--- src/rtl/vref_cal_tx.sv ---
// Initiator side of the MBTRAIN Rx-Vref calibration sideband handshake.
// Optional timeout path is built only when VREF_CAL_TX_TIMEOUT_EN is defined.
module vref_cal_tx #(
    parameter int unsigned TIMEOUT_CYCLES = 8000000,
    parameter int unsigned CNT_W          = 23
) (
    input  logic       clk,
    input  logic       rst_n,
    input  logic       i_en,
    input  logic [3:0] i_decoded_sideband_message,
    input  logic       i_sideband_valid,
    input  logic       i_busy_negedge_detected,
    input  logic       i_valid_rx,
    input  logic       i_mainband_or_valtrain_test,
    input  logic       i_pt_done,
    output logic [3:0] o_sideband_message,
    output logic       o_valid_tx,
    output logic       o_pt_en,
    output logic       o_valpattern_en,
    output logic       o_test_ack,
    output logic       o_timeout
);

    typedef enum logic [2:0] {
        IDLE            = 3'd0,
        SEND_START_REQ  = 3'd1,
        WAIT_START_RESP = 3'd2,
        RUN_TEST        = 3'd3,
        SEND_END_REQ    = 3'd4,
        WAIT_END_RESP   = 3'd5,
        TEST_FINISHED   = 3'd6,
        TIMEOUT_ERR     = 3'd7
    } state_t;

    localparam logic [3:0] MSG_NONE       = 4'b0000;
    localparam logic [3:0] MSG_START_REQ  = 4'b0001;
    localparam logic [3:0] MSG_START_RESP = 4'b0010;
    localparam logic [3:0] MSG_END_REQ    = 4'b0011;
    localparam logic [3:0] MSG_END_RESP   = 4'b0100;

    state_t     state_q;
    logic [3:0] msg_q;
    logic       valid_q;
    logic       valid_prev_q;
    logic       pend_q;
    logic       pt_en_q;
    logic       valpat_q;
    logic       ack_q;

    logic start_resp_ok;
    logic end_resp_ok;
    logic valid_fell;

    assign start_resp_ok = i_sideband_valid && (i_decoded_sideband_message == MSG_START_RESP);
    assign end_resp_ok   = i_sideband_valid && (i_decoded_sideband_message == MSG_END_RESP);
    assign valid_fell    = valid_prev_q && !valid_q;

`ifdef VREF_CAL_TX_TIMEOUT_EN
    logic [CNT_W-1:0] cnt_q;
    logic             timeout_q;
    logic             expired;

    assign expired   = (cnt_q == CNT_W'(TIMEOUT_CYCLES - 1));
    assign o_timeout = timeout_q;

    logic unused_ok;
    assign unused_ok = i_valid_rx;
`else
    assign o_timeout = 1'b0;

    logic unused_ok;
    assign unused_ok = ^{i_valid_rx, (TIMEOUT_CYCLES == 0), (CNT_W == 0)};
`endif

    always_ff @(posedge clk or negedge rst_n) begin
        if (!rst_n) begin
            state_q      <= IDLE;
            msg_q        <= '0;
            valid_q      <= 1'b0;
            valid_prev_q <= 1'b0;
            pend_q       <= 1'b0;
            pt_en_q      <= 1'b0;
            valpat_q     <= 1'b0;
            ack_q        <= 1'b0;
`ifdef VREF_CAL_TX_TIMEOUT_EN
            cnt_q        <= '0;
            timeout_q    <= 1'b0;
`endif
        end else if (!i_en) begin
            state_q      <= IDLE;
            msg_q        <= '0;
            valid_q      <= 1'b0;
            valid_prev_q <= 1'b0;
            pend_q       <= 1'b0;
            pt_en_q      <= 1'b0;
            valpat_q     <= 1'b0;
            ack_q        <= 1'b0;
`ifdef VREF_CAL_TX_TIMEOUT_EN
            cnt_q        <= '0;
            timeout_q    <= 1'b0;
`endif
        end else begin
            valid_prev_q <= valid_q;

            // Initiator owns the shared mux: assert regardless of i_valid_rx.
            // Busy negedges seen while not driving belong to the responder.
            if (pend_q && !valid_q) begin
                valid_q <= 1'b1;
            end else if (valid_q && i_busy_negedge_detected) begin
                valid_q <= 1'b0;
                pend_q  <= 1'b0;
            end

            case (state_q)
                IDLE: begin
                    state_q <= SEND_START_REQ;
                    msg_q   <= MSG_START_REQ;
                    pend_q  <= 1'b1;
                end
                SEND_START_REQ: begin
                    if (valid_fell) begin
                        state_q <= WAIT_START_RESP;
`ifdef VREF_CAL_TX_TIMEOUT_EN
                        cnt_q   <= '0;
`endif
                    end
                end
                WAIT_START_RESP: begin
                    if (start_resp_ok) begin
                        state_q  <= RUN_TEST;
                        pt_en_q  <= ~i_mainband_or_valtrain_test;
                        valpat_q <= i_mainband_or_valtrain_test;
`ifdef VREF_CAL_TX_TIMEOUT_EN
                    end else if (expired) begin
                        state_q   <= TIMEOUT_ERR;
                        timeout_q <= 1'b1;
                    end else begin
                        cnt_q <= cnt_q + CNT_W'(1);
`endif
                    end
                end
                RUN_TEST: begin
                    if (i_pt_done) begin
                        state_q  <= SEND_END_REQ;
                        pt_en_q  <= 1'b0;
                        valpat_q <= 1'b0;
                        msg_q    <= MSG_END_REQ;
                        pend_q   <= 1'b1;
                    end
                end
                SEND_END_REQ: begin
                    if (valid_fell) begin
                        state_q <= WAIT_END_RESP;
`ifdef VREF_CAL_TX_TIMEOUT_EN
                        cnt_q   <= '0;
`endif
                    end
                end
                WAIT_END_RESP: begin
                    if (end_resp_ok) begin
                        state_q <= TEST_FINISHED;
                        ack_q   <= 1'b1;
                        msg_q   <= MSG_NONE;
`ifdef VREF_CAL_TX_TIMEOUT_EN
                    end else if (expired) begin
                        state_q   <= TIMEOUT_ERR;
                        timeout_q <= 1'b1;
                    end else begin
                        cnt_q <= cnt_q + CNT_W'(1);
`endif
                    end
                end
                TEST_FINISHED: begin
                    state_q <= TEST_FINISHED;
                end
`ifdef VREF_CAL_TX_TIMEOUT_EN
                TIMEOUT_ERR: begin
                    state_q  <= TIMEOUT_ERR;
                    valid_q  <= 1'b0;
                    pend_q   <= 1'b0;
                    pt_en_q  <= 1'b0;
                    valpat_q <= 1'b0;
                end
`endif
                default: begin
                    state_q <= IDLE;
                end
            endcase
        end
    end

    assign o_sideband_message = msg_q;
    assign o_valid_tx         = valid_q;
    assign o_pt_en            = pt_en_q;
    assign o_valpattern_en    = valpat_q;
    assign o_test_ack         = ack_q;

endmodule

--- config.mk ---
export PLATFORM = sky130hd
export DESIGN_NAME = vref_cal_tx
export DESIGN_NICKNAME = d
export VERILOG_FILES = /design/src/rtl/vref_cal_tx.sv
export SDC_FILE = /design/constraint.sdc
export NUM_CORES = 1
export LEC_CHECK = 0
export BUFFER_PORTS_ARGS = -buffer_cell sky130_fd_sc_hd__buf_2
export CAP_MARGIN = 20
export CELL_PAD_IN_SITES_DETAIL_PLACEMENT = 0
export CELL_PAD_IN_SITES_GLOBAL_PLACEMENT = 1
export CORE_ASPECT_RATIO = 0.75
export CORE_MARGIN = 8
export CORE_UTILIZATION = 36
export CTS_CLUSTER_DIAMETER = 50
export DETAILED_ROUTE_END_ITERATION = 10
export GPL_TIMING_DRIVEN = 0
export PLACE_DENSITY = 0.75
export SETUP_SLACK_MARGIN = 0.2
export SLEW_MARGIN = 20
export SYNTH_ARGS = -nofsm -noshare
export SYNTH_HDL_FRONTEND = slang
export SYNTH_SLANG_ARGS = --single-unit
--- constraint.sdc ---
create_clock -name clk -period 2.4 [get_ports clk]
set_input_delay 0.6 -clock clk [delete_from_list [all_inputs] [get_ports clk]]
set_output_delay 0.6 -clock clk [all_outputs]
set_load 0.005 [all_outputs]
# Yosys cells after proc, flatten, opt, wreduce, memory -nomap -nowiden
# Cells that the tools add are included.
[op_classes]
muxes = 30
n_eq_ne = 18
reduce_logical = 11
bitwise_logic = 1
[ops]
columns = ["cell", "n"]
rows = [
  ["$pmux W3 S7", 1],
  ["$mux W3", 6],
  ["$mux W1", 16],
  ["$ne A3 B3 Y1 const B", 5],
  ["$mux W4", 3],
  ["$pmux W4 S3", 1],
  ["$eq A3 B3 Y1 const B", 3],
  ["$eq A3 B2 Y1 const B", 2],
  ["$ne A3 B1 Y1 const B", 2],
  ["$pmux W1 S2", 3],
  ["$reduce_and A3 Y1", 2],
  ["$logic_and A1 B1 Y1", 5],
  ["$reduce_and A5 Y1", 1],
  ["$eq A4 B2 Y1 const B", 1],
  ["$eq A4 B3 Y1 const B", 1],
  ["$ne A2 B1 Y1 const B", 2],
  ["$ne A4 B1 Y1 const B", 1],
  ["$eq A3 B1 Y1 const B", 1],
  ["$logic_not A3 Y1", 1],
  ["$reduce_and A2 Y1", 1],
  ["$logic_not A1 Y1", 1],
  ["$not A1 Y1", 1],
]
[word_totals]
reg_bits = 13
word_cells = 68
in_bits = 12
out_inout_bits = 9

# Logic depth before layout (Yosys ltp)
[logic_depth]
word_depth = 6
mapped_depth = 6
depth_no_buf = 6

# Least setup slack after synthesis
# Ideal clock, no wire load.
[synth_path]
kind = "register to register"
startpoint = "register state_q[0]"
endpoint = "register state_q[2]"
stages_incl_launch_ff = 7
period_less_slack_ns = 1.771
setup_time_ns = 0.078
required_time_ns = 2.322
slack_ns = 0.629
t_arrival_ns = 1.693
cell_sequence = "dfrtp_1 inv_1 ha_1 mux2_2 a32o_1 or3b_1 a21oi_1"
[synth_via]
elab_chain_len = 3
[synth_rtl]
columns = ["item", "line_no", "text"]
rows = [
  ["start: declaration", "41", "state_t state_q;"],
  ["start signal: assignment", "77", "state_q <= IDLE;"],
  ["start signal: assignment", "90", "state_q <= IDLE;"],
  ["start signal: assignment", "116", "state_q <= SEND_START_REQ;"],
  ["$eq A3 B3 Y1 (tied with other cells)", "114", "case (state_q)"],
  ["$pmux W3 S7 or $ne A3 B3 Y1 (tied branches)", "--", ""],
  ["$mux W3 or $reduce_and A5 Y1 (tied branches)", "--", ""],
]
# Several ways; a longest one is shown, not always the timed one.
# A chain may end at the register's enable or synchronous reset.

# Final worst setup path
# Ends and elaborated chain as after synthesis.

==> impl_summary.txt <==
----------------------------------------------------
[Outcome]
  Result of the run ... finished, final reports clean

[Finish]
  Nets ... 119
  Area overhead of the layout relative to synthesis ... 19.5%
  Top library cells by usage in the layout, fill and taps aside ... sky130_fd_sc_hd__buf_2, sky130_fd_sc_hd__dfrtp_1, sky130_fd_sc_hd__a21oi_1, sky130_fd_sc_hd__nand2_1
  Final Cell Area ... 860 µm²
  Share of cells above drive strength 1 ... 25.5%
  Post-route core utilization ... 44.2%
  Most common library cell in the layout ignoring fill and taps ... sky130_fd_sc_hd__buf_2
  Diodes inserted ... 0

[Power]
  Cell area power density ... 779 mW/mm²
  Worst IR drop on VDD ... 0.000405 V
  LEAKAGE ... 0.424 nW

[Timing]
  Minimum period implied by the final worst setup slack ... 1.94 ns
  Worst path setup slack after routing ... 0.462 ns
  Final setup violation count ... 0
  Setup Total Neg Slack ... 0 ns
  Final hold violation count ... 0
  Maximum clock frequency ... 516 MHz
  Number of pins with negative max-slew slack in the final report ... 0
  Final critical-path share of the clock period ... 80.8%
  Final worst clock skew ... 0.00403 ns
  RSZ-0062 raised after global routing ... no

[Critical path]
  Required time at the worst-slack endpoint ... 2.60 ns
  Crit path depth ... 6
  Crit path capture type ... flop
  Sum of buffers and inverters on the critical path ... 1
  Library cell contributing the largest single delay on the critical path ... sky130_fd_sc_hd__dfrtp_1
  Reg-to-reg endpoint ... state_q[2]
  Max Fanout on Critical Path ... 6
  Delay contributed by the slowest stage of the critical path ... 0.42 ns
  Sort of element at the start of the critical path ... flop
  FF-to-FF setup slack ... 0.46 ns
  Worst setup path class ... flop to flop
  Startpoint of the worst setup timing path ... state_q[0]
  CP top delay family ... flip-flops
  R2R depth ... 6
  CP Capture Point ... state_q[2]
  Beginning of the worst register-to-register path ... state_q[0]
  Critical path, cell by cell ... inv_1, ha_1, mux2_2, a32o_1, or3b_1, a21oi_1
  Arrival time reported for the critical path endpoint ... 2.14 ns

[Placed design]
  Gp weighted congestion ... 0.772
  Number of I/O port buffers ... 15
  Detailed-placement wirelength estimate ... 1.29 mm
  Total placed instance area ... 832 µm²
  Pre-CTS setup slack ... 0.457 ns

[Global route]
  First-pass GRT wire length ... 2.66 mm
  Total routing resource utilization after global routing ... 9.85%
  Antenna violations before repair ... 0
  Pin count of the biggest net entering global routing ... 12
  Via count of the first global-routing pass ... 603
  Total overflow reported by the global router ... 0

[Floorplan]
  Std-Cell Rows ... 14
  Placeable core region ... 0.00194 mm²
  Boundary pin count ... 21
  Die Y ... 54.7 µm
  Initial core utilization ... 37.0%
  Horiz. Die Dim ... 67.6 µm
  Full die area ... 0.00370 mm²

[Route]
  Vias per cell ... 5.07
  Number of detailed-routing iterations run before antenna repair ... 4
  Count of vias placed by the detailed router ... 639
  First-iteration detailed-routing DRC count ... 16
  Remaining number of nets flagged by the antenna check after routing ... 0
  Routed WL ... 1.64 mm
  Wire length per cell ... 13.0 µm
  DRC violations left ... 0

[Clock network]
  Buffer cell driving the clock tree root ... sky130_fd_sc_hd__clkbuf_4
  Resized cells post-CTS ... 0
  Post-CTS Repair Setup Buffers ... 0
  Clock sink total ... 11
  Clock buffer count from CTS ... 3
  Hold buffers post-CTS ... 0
  Maximum root-to-sink buffer count ... 2
  Clock network latency to the later pin of the worst-skew pair ... 0.27 ns
  CTS H-Tree Depth ... 1
  CTS clk-pin slew, worst paths ... 0.07 ns
  CTS tree ... yes

[Yosys]
  Count of unique library cells instantiated by Yosys ... 29
  Sequential fraction of the synthesis area ... 38.3%
  Flip-flop and latch count after synthesis ... 11
  Syn Area/Cell ... 8.88 µm²
  Summed instance area of the synthesized netlist ... 719 µm²
  YS warnings ... 0
  Syn Inst Count ... 81

[Hold path]
  Type of the tightest min-delay check ... input pin to async pin

[Flow run]
  Number of max-capacitance violations reported ... 0

----------------------------------------------------
[final cells by class]
class	instances	area [µm²]
Fill cell	209	1080
Multi-Input combinational cell	61	395
Sequential cell	11	275
Timing Repair Buffer	15	75.1
Buffer	5	33.8
Tap cell	24	30.0
Clock buffer	3	22.5
Inverter	6	22.5
Clock inverter	1	5.00
[synth_stat cells]
cell / number / area (µm²)
sky130_fd_sc_hd__and2_1: 1 / 6.26
sky130_fd_sc_hd__buf_4: 4 / 30.0
sky130_fd_sc_hd__a31oi_1: 3 / 18.8
sky130_fd_sc_hd__nor3b_2: 1 / 12.5
sky130_fd_sc_hd__clkbuf_1: 1 / 3.75
sky130_fd_sc_hd__nor2_1: 6 / 22.5
sky130_fd_sc_hd__a21boi_1: 1 / 7.51
sky130_fd_sc_hd__o31ai_1: 1 / 7.51
sky130_fd_sc_hd__mux2i_1: 2 / 20.0
sky130_fd_sc_hd__or3b_1: 1 / 8.76
sky130_fd_sc_hd__o311ai_0: 2 / 17.5
sky130_fd_sc_hd__and3_1: 1 / 6.26
sky130_fd_sc_hd__o21ai_0: 4 / 20.0
sky130_fd_sc_hd__nand2b_1: 4 / 25.0
sky130_fd_sc_hd__ha_1: 4 / 50.1
sky130_fd_sc_hd__nor2b_1: 3 / 18.8
sky130_fd_sc_hd__o21a_1: 1 / 7.51
sky130_fd_sc_hd__dfrtp_1: 11 / 275
sky130_fd_sc_hd__or2_2: 1 / 6.26
sky130_fd_sc_hd__o211ai_1: 2 / 15.0
sky130_fd_sc_hd__a211o_1: 1 / 8.76
sky130_fd_sc_hd__a21oi_1: 8 / 40.0
sky130_fd_sc_hd__nand2_1: 7 / 26.3
sky130_fd_sc_hd__mux2_2: 1 / 11.3
sky130_fd_sc_hd__inv_1: 6 / 22.5
sky130_fd_sc_hd__or4_1: 1 / 7.51
sky130_fd_sc_hd__or4b_1: 1 / 10.0
sky130_fd_sc_hd__conb_1: 1 / 3.75
sky130_fd_sc_hd__a32o_1: 1 / 10.0
[stage by stage]
| stage | power [mW] | hold slack, ns | instances |
|---|---|---|---|
| finish | 0.670 | 0.187 | 126 |
| global route | 0.733 | 0.195 | 126 |
| CTS | 0.682 | 0.190 | 126 |
| detailed placement | 0.548 | 0.494 | 122 |
| global placement | 0.541 | 0.478 | 122 |
| floorplan | 0.461 | 0.304 | 83 |
[report_power, final]
group          internal (mW)  switching, mW
sequential             0.228         0.0337
clock                 0.0618         0.0658
combinational          0.129          0.152
[worst register-to-register path, stage by stage (launching register included)]
cell and delay (ns):
sky130_fd_sc_hd__dfrtp_1 0.42, sky130_fd_sc_hd__inv_1 0.09, sky130_fd_sc_hd__ha_1 0.27, sky130_fd_sc_hd__mux2_2 0.28, sky130_fd_sc_hd__a32o_1 0.29, sky130_fd_sc_hd__or3b_1 0.38
sky130_fd_sc_hd__a21oi_1 0.13
[state kept, by name, summed over array words and instances (netlist names)]
register            cells
pend_q                  1
state_q                 3
o_test_ack              1
o_valpattern_en         1
valid_prev_q            1
o_valid_tx              1
o_sideband_message      2
o_pt_en                 1
[metal layers]
| layer | GRT usage (%) | part of all wire (%) |
|---|---|---|
| met1 | 12.3 | 50 |
| met2 | 14.9 | 41 |
| met3 | 4.50 | 7.9 |
| met4 | 3.11 | 0.67 |
| met5 | 0 | 0 |
[cells by family after synthesis]
| group | after synthesis | synth area share [%] |
|---|---|---|
| buffers and inverters | 11 | 7.83 |
| adders and majority gates | 4 | 6.96 |
| and+or+nand+nor | 27 | 20.9 |
| other | 1 | 0.521 |
| muxes | 3 | 4.35 |
| DFF | 11 | 38.3 |
| AOI/OAI and AO/OA | 24 | 21.2 |
[worst min-delay path by stage]
| stage | from | end | slack (ns) | cells after the start |
|---|---|---|---|---|
| CTS | rst_n | state_q[0] | 0.19 | 1 |
| detailed placement | rst_n | o_sideband_message[1] | 0.49 | 1 |
| floorplan | rst_n | o_pt_en | 0.30 | 0 |
| global placement | rst_n | o_sideband_message[1] | 0.48 | 1 |
| global route | rst_n | state_q[2] | 0.20 | 1 |
| finish | rst_n | state_q[2] | 0.19 | 1 |
Note: power is estimated with default switching activity, not from simulation.
